$ cat src/rtl/stream_mux_rr_pkg.sv
// Shared definitions for the round-robin stream multiplexer family:
// selection-mode encodings and the grant FSM state type.
package stream_mux_rr_pkg;

  localparam logic MODE_MANUAL = 1'b0;
  localparam logic MODE_RR     = 1'b1;

  typedef enum logic {
    ST_IDLE   = 1'b0,
    ST_LOCKED = 1'b1
  } state_e;

endpackage

$ cat src/rtl/rr_arbiter.sv
// Combinational rotate-priority arbiter. The search starts one past
// last_grant and wraps modulo N_CH, so non-power-of-2 channel counts
// wrap correctly. last_grant must be < N_CH.
module rr_arbiter #(
  parameter  int N_CH  = 4,
  localparam int SEL_W = $clog2(N_CH)
) (
  input  logic [N_CH-1:0]  req,
  input  logic [SEL_W-1:0] last_grant,
  output logic             gnt_valid,
  output logic [SEL_W-1:0] gnt_idx
);

  // One spare bit holds last_grant + offset before the modulo fold.
  logic [SEL_W:0]   sum     [N_CH];
  logic [SEL_W-1:0] rot_idx [N_CH];

  // rot_idx[i] is the channel examined at priority position i.
  for (genvar gi = 0; gi < N_CH; gi++) begin : g_rot
    assign sum[gi]     = {1'b0, last_grant} + (SEL_W+1)'(gi + 1);
    assign rot_idx[gi] = (sum[gi] >= (SEL_W+1)'(N_CH))
                         ? SEL_W'(sum[gi] - (SEL_W+1)'(N_CH))
                         : sum[gi][SEL_W-1:0];
  end

  // Scan lowest priority first so the highest-priority requester wins.
  always_comb begin
    gnt_valid = 1'b0;
    gnt_idx   = '0;
    for (int i = N_CH - 1; i >= 0; i--) begin
      if (req[rot_idx[i]]) begin
        gnt_valid = 1'b1;
        gnt_idx   = rot_idx[i];
      end
    end
  end

endmodule

$ cat src/rtl/stream_mux_rr.sv
// N-channel valid/ready stream multiplexer with manual or round-robin
// selection, packet locking until the last beat, and a registered output.
module stream_mux_rr
  import stream_mux_rr_pkg::*;
#(
  parameter  int N_CH   = 4,
  parameter  int DATA_W = 8,
  localparam int SEL_W  = $clog2(N_CH)
) (
  input  logic                     clk,
  input  logic                     rst_n,
  input  logic                     mode,
  input  logic [SEL_W-1:0]         sel,
  input  logic [N_CH*DATA_W-1:0]   in_data,
  input  logic [N_CH-1:0]          in_valid,
  input  logic [N_CH-1:0]          in_last,
  output logic [N_CH-1:0]          in_ready,
  output logic [DATA_W-1:0]        out_data,
  output logic                     out_valid,
  output logic                     out_last,
  output logic [SEL_W-1:0]         out_ch,
  input  logic                     out_ready
);

  state_e             state_q, state_d;
  logic [SEL_W-1:0]   last_grant_q, last_grant_d;
  logic [SEL_W-1:0]   lock_ch_q, lock_ch_d;

  logic [DATA_W-1:0]  out_data_q;
  logic               out_valid_q;
  logic               out_last_q;
  logic [SEL_W-1:0]   out_ch_q;

  logic               load_en;
  logic               rr_valid;
  logic [SEL_W-1:0]   rr_idx;
  logic               cand_valid;
  logic [SEL_W-1:0]   cand_idx;
  logic [DATA_W-1:0]  cand_data;
  logic               cand_last;
  logic               accept;

  rr_arbiter #(
    .N_CH(N_CH)
  ) u_arb (
    .req       (in_valid),
    .last_grant(last_grant_q),
    .gnt_valid (rr_valid),
    .gnt_idx   (rr_idx)
  );

  // The output slot can take a beat when empty or draining this cycle.
  assign load_en = ~out_valid_q | out_ready;

  // Pick the channel allowed to transfer: the locked one, else per mode.
  always_comb begin
    cand_valid = 1'b0;
    cand_idx   = '0;
    if (state_q == ST_LOCKED) begin
      cand_valid = 1'b1;
      cand_idx   = lock_ch_q;
    end else if (mode == MODE_MANUAL) begin
      // Out-of-range select values match no channel and grant nothing.
      for (int k = 0; k < N_CH; k++) begin
        if (sel == SEL_W'(k) && in_valid[k]) begin
          cand_valid = 1'b1;
          cand_idx   = sel;
        end
      end
    end else begin
      cand_valid = rr_valid;
      cand_idx   = rr_idx;
    end
  end

  // At most one ready bit, and none while reset is asserted.
  for (genvar gi = 0; gi < N_CH; gi++) begin : g_ready
    assign in_ready[gi] = rst_n & cand_valid & load_en & (cand_idx == SEL_W'(gi));
  end

  // Route the candidate channel's payload toward the output register.
  always_comb begin
    cand_data = '0;
    cand_last = 1'b0;
    for (int k = 0; k < N_CH; k++) begin
      if (cand_idx == SEL_W'(k)) begin
        cand_data = in_data[k*DATA_W +: DATA_W];
        cand_last = in_last[k];
      end
    end
  end

  assign accept = |(in_valid & in_ready);

  // Next-state: lock on a non-final beat, release and record the grant on the last.
  always_comb begin
    state_d      = state_q;
    last_grant_d = last_grant_q;
    lock_ch_d    = lock_ch_q;
    if (accept) begin
      if (cand_last) begin
        state_d      = ST_IDLE;
        last_grant_d = cand_idx;
      end else begin
        state_d   = ST_LOCKED;
        lock_ch_d = cand_idx;
      end
    end
  end

  // FSM and arbitration history registers; reset gives channel 0 first priority.
  always_ff @(posedge clk) begin
    if (!rst_n) begin
      state_q      <= ST_IDLE;
      last_grant_q <= SEL_W'(N_CH - 1);
      lock_ch_q    <= '0;
    end else begin
      state_q      <= state_d;
      last_grant_q <= last_grant_d;
      lock_ch_q    <= lock_ch_d;
    end
  end

  // Output register: load on accept, drop valid once drained, else hold.
  always_ff @(posedge clk) begin
    if (!rst_n) begin
      out_valid_q <= 1'b0;
      out_data_q  <= '0;
      out_last_q  <= 1'b0;
      out_ch_q    <= '0;
    end else if (accept) begin
      out_valid_q <= 1'b1;
      out_data_q  <= cand_data;
      out_last_q  <= cand_last;
      out_ch_q    <= cand_idx;
    end else if (out_ready) begin
      out_valid_q <= 1'b0;
    end
  end

  assign out_data  = out_data_q;
  assign out_valid = out_valid_q;
  assign out_last  = out_last_q;
  assign out_ch    = out_ch_q;

endmodule

$ cat config.mk
export PLATFORM = sky130hd
export DESIGN_NAME = stream_mux_rr
export DESIGN_NICKNAME = d
export VERILOG_FILES = /design/src/rtl/stream_mux_rr_pkg.sv /design/src/rtl/rr_arbiter.sv /design/src/rtl/stream_mux_rr.sv
export SDC_FILE = /design/constraint.sdc
export NUM_CORES = 1
export LEC_CHECK = 0
export CORE_ASPECT_RATIO = 1.1
export CORE_MARGIN = 5
export CORE_UTILIZATION = 43
export CTS_CLUSTER_DIAMETER = 100
export DETAILED_ROUTE_END_ITERATION = 8
export PLACE_DENSITY = 0.84
export SLEW_MARGIN = 5
export SYNTH_ARGS = -nofsm -noshare
export SYNTH_HDL_FRONTEND = slang
export SYNTH_SLANG_ARGS = --single-unit
$ cat constraint.sdc
create_clock -name clk -period 6.7 [get_ports clk]
set_input_delay 1.005 -clock clk [delete_from_list [all_inputs] [get_ports clk]]
set_output_delay 1.005 -clock clk [all_outputs]
set_load 0.005 [all_outputs]
==> results.toml <==
[clock_network]
ctsResizeCount = 0
ctsHoldBuffers = 0
clkSinkCount = 17
cts-root-buf = "clkbuf_4"
worstSkewPairLatency_ns = 0.30
cts_tree = "built"
postCtsSetupBuffers = 0
path_clk_slew_ns = 0.09
cts_buffer_depth = 2
htree_num_levels = 1
cts_inserted_buffers = 3

[routing]
highest_layer = "met4"
drc = 0
dr_wl_met2_mm = 1.885
routed_wl_mm = 3.683
drt-vias-per-instance = 5.738
ant_nets = 0
wl_met1_mm = 1.451
route.met3.wl_um = 274
wl_per_cell_um = 15.81
vias = 1337
drt_iter0_drc = 72
first_pass_iters = 4

[timing]
grt_setup_unrepaired = "no"
setup_violations = 0
max_freq_mhz = 197.7
drv_slew = 0
fin_crit_sh_pct = 75.49
tightest_slew_ns = 1.200
finClkSkew_ns = 0.009642
maxSlewHeadroom_pct = 19.98
period_needed_ns = 5.058
hold_viol_final = 0
setup-tns-final_ns = 0

[placed_design]
gp_congestion = 0.8788
placedCellCount = 229
dp_hpwl_mm = 2.868
portBuffers = 61
placed_area_mm2 = 0.001852

[worst_setup_path]
path_class = "primary input to primary output"
start_kind = "primary input"
r2r_cells = 6
cpPeakStageDelay_ns = 0.92
crit_top_cell = "clkdlybuf4s50_1"
slowest_stage = "o2bb2ai_2"
crit_path_end_kind = "primary output"
r2r_setup_slack_ns = 3.26
crit_end = "in_ready[2]"
crit_required_ns = 5.69
reg2reg_to = "lock_ch_q[0]"
worstPathMaxFanout = 22
crit_start = "in_valid[3]"
crit_chain = "clkdlybuf4s50_1 > mux2_2 > a31oi_1 > o2bb2ai_2 > or3b_1 > a21oi_1 > clkdlybuf4s50_1"
r2r_start = "state_q"
cp.arrival_ns = 4.05

[pwr]
power_frac_seq_pct = 33.5
leakagePower_uw = 0.0006826
ir_worst_vdd_mv = 0.1509
combinationalPowerShare_pct = 52.3
power.density_mw_per_mm2 = 204.7
switchingPower_uw = 140.0
swShare_pct = 36.40
p_clk_share_pct = 14.2
cellInternalPower_uw = 244.6

[global_route]
track_usage_pct = 19.98
antenna_found_initial = 0
grt_max_degree = 23
grt_overflow = 0
grt_pass1_vias = 1410
grt_pass1_wl_mm = 6.272

[die]
die_w_um = 61.61
dieArea_mm2 = 0.004114
num_rows = 20
start_util_pct = 44.96
core_region_area_mm2 = 0.002803
fp.dieH_um = 66.77
pin_count = 62

[run]
drv_cap = 0

[yosys]
synth.net_count = 191
async_flop_share_pct = 0
synth_area_mm2 = 0.001260
synth.top_cell.area_share_pct = 27.01
synthTopCellsByArea = "dfxtp_1 (27%), mux2i_1 (11%), o221ai_2 (9.5%)"
ys_types = 37
synth_seq_cells = 17
ys_top_cells_by_count = "dfxtp_1 (17), a21oi_1 (16), nand2_1 (15), mux2i_1 (14), nand3_1 (11)"
synth_edf_count = 0
seq_area_frac_synth_pct = 27.01
syn_avg_cell_area_um2 = 8.689
post-synth-top-count-cell = "dfxtp_1"
yosysWarnings = 0
synth_ff_type = "dfxtp_1"
synth_cells = 145
synth_top_area_cell = "dfxtp_1"

[final_layout]
final_util_pct = 67.05
fill_cells = 245
drive_gt1_share_pct = 13.00
area_growth_syn_to_layout_pct = 49.16
n_antenna_cell = 0
fin_nets = 247
stdcell_count = 233
design_area_mm2 = 0.001879

[hold_path]
hold_class = "register to register"

[status]
status = "finished clean"
[cell families (layout without fill, tap and decap cells)]
| logic type | Yosys count | after routing | share of synthesized area [%] |
|---|---|---|---|
| compound gates | 42 | 42 | 27.61 |
| mux | 25 | 25 | 20.95 |
| flops | 17 | 17 | 27.01 |
| buf+inv | 14 | 69 | 5.957 |
| simple gates | 47 | 47 | 18.47 |
[power groups by stage]
stage	logic [µW]	registers [µW]	clock network (µW)
floorplan	133	129	0
global placement	197	130	0
detailed placement	201	130	0
CTS	202	129	56.4
global route	221	132	59.6
finish	201	129	54.5
[sequential cells by signal (all words and copies together) (netlist names)]
signal and flops:
state_q 1, lock_ch_q 2, last_grant_q 2, out_ch 2, out_data 8, out_valid 1, out_last 1
[metrics by stage]
step / power [µW] / worst slack (ns) / hold slack, ns
2_1_floorplan: 261.9 / 3.065 / 0.4387
3_3_place_gp: 326.3 / 1.819 / 0.4494
4_1_cts: 386.8 / 1.671 / 0.4735
6_report: 384.7 / 1.642 / 0.4672
5_1_grt: 412.0 / 1.451 / 0.5005
3_5_place_dp: 331.6 / 1.646 / 0.4591
[routing by layer]
layer  global-route usage [%]  vias to the layer above
li1                         -                      650
met1                    22.51                      614
met2                    35.73                       66
met3                    5.426                        7
met4                    5.570                        0
met5                        0                        -
[worst max-delay path, delay by kind of cell]
| kind | cells | cell delay [ns] |
|---|---|---|
| buf+inv | 2 | 1.17 |
| compound gates | 3 | 1.17 |
| simple gates | 1 | 0.48 |
| mux | 1 | 0.22 |
[cell type report]
| class | instances | area [µm²] | area share, % |
|---|---|---|---|
| multi-input cells | 114 | 844.6 | 44.94 |
| repair buffers | 61 | 610.6 | 32.49 |
| clock inverters | 1 | 5.005 | 0.2663 |
| inverters | 4 | 15.01 | 0.7989 |
| clock buffers | 3 | 22.52 | 1.198 |
| well taps | 33 | 41.29 | 2.197 |
| flip-flops and latches | 17 | 340.3 | 18.11 |
[placed cells by master (no fill, tap or decap), types with 2 or more instances in the layout]
| cell | count |
|---|---|
| clkdlybuf4s50_1 | 61 |
| dfxtp_1 | 17 |
| a21oi_1 | 16 |
| nand2_1 | 15 |
| mux2i_1 | 14 |
| nand3_1 | 11 |
| mux2_2 | 10 |
| o221ai_2 | 8 |
| nor2_1 | 7 |
| nand2b_1 | 3 |
| inv_1 | 3 |
| o21ai_1 | 3 |
| nor2b_1 | 3 |
| a21o_1 | 3 |
| clkbuf_4 | 3 |
| a31oi_1 | 2 |
| nor3_1 | 2 |
[worst min-delay path by stage]
stage | from | slack [ns] | cells past startpoint | end
after CTS | lock_ch_q[1] | 0.47 | 2 | lock_ch_q[1]
after detailed placement | lock_ch_q[1] | 0.46 | 2 | lock_ch_q[1]
final | out_ch[0] | 0.47 | 2 | out_ch[0]
after floorplan | lock_ch_q[1] | 0.44 | 2 | lock_ch_q[1]
after global routing | out_ch[0] | 0.50 | 2 | out_ch[0]
after global placement | lock_ch_q[1] | 0.45 | 2 | lock_ch_q[1]
No activity file was read; power rests on OpenSTA's default activity.
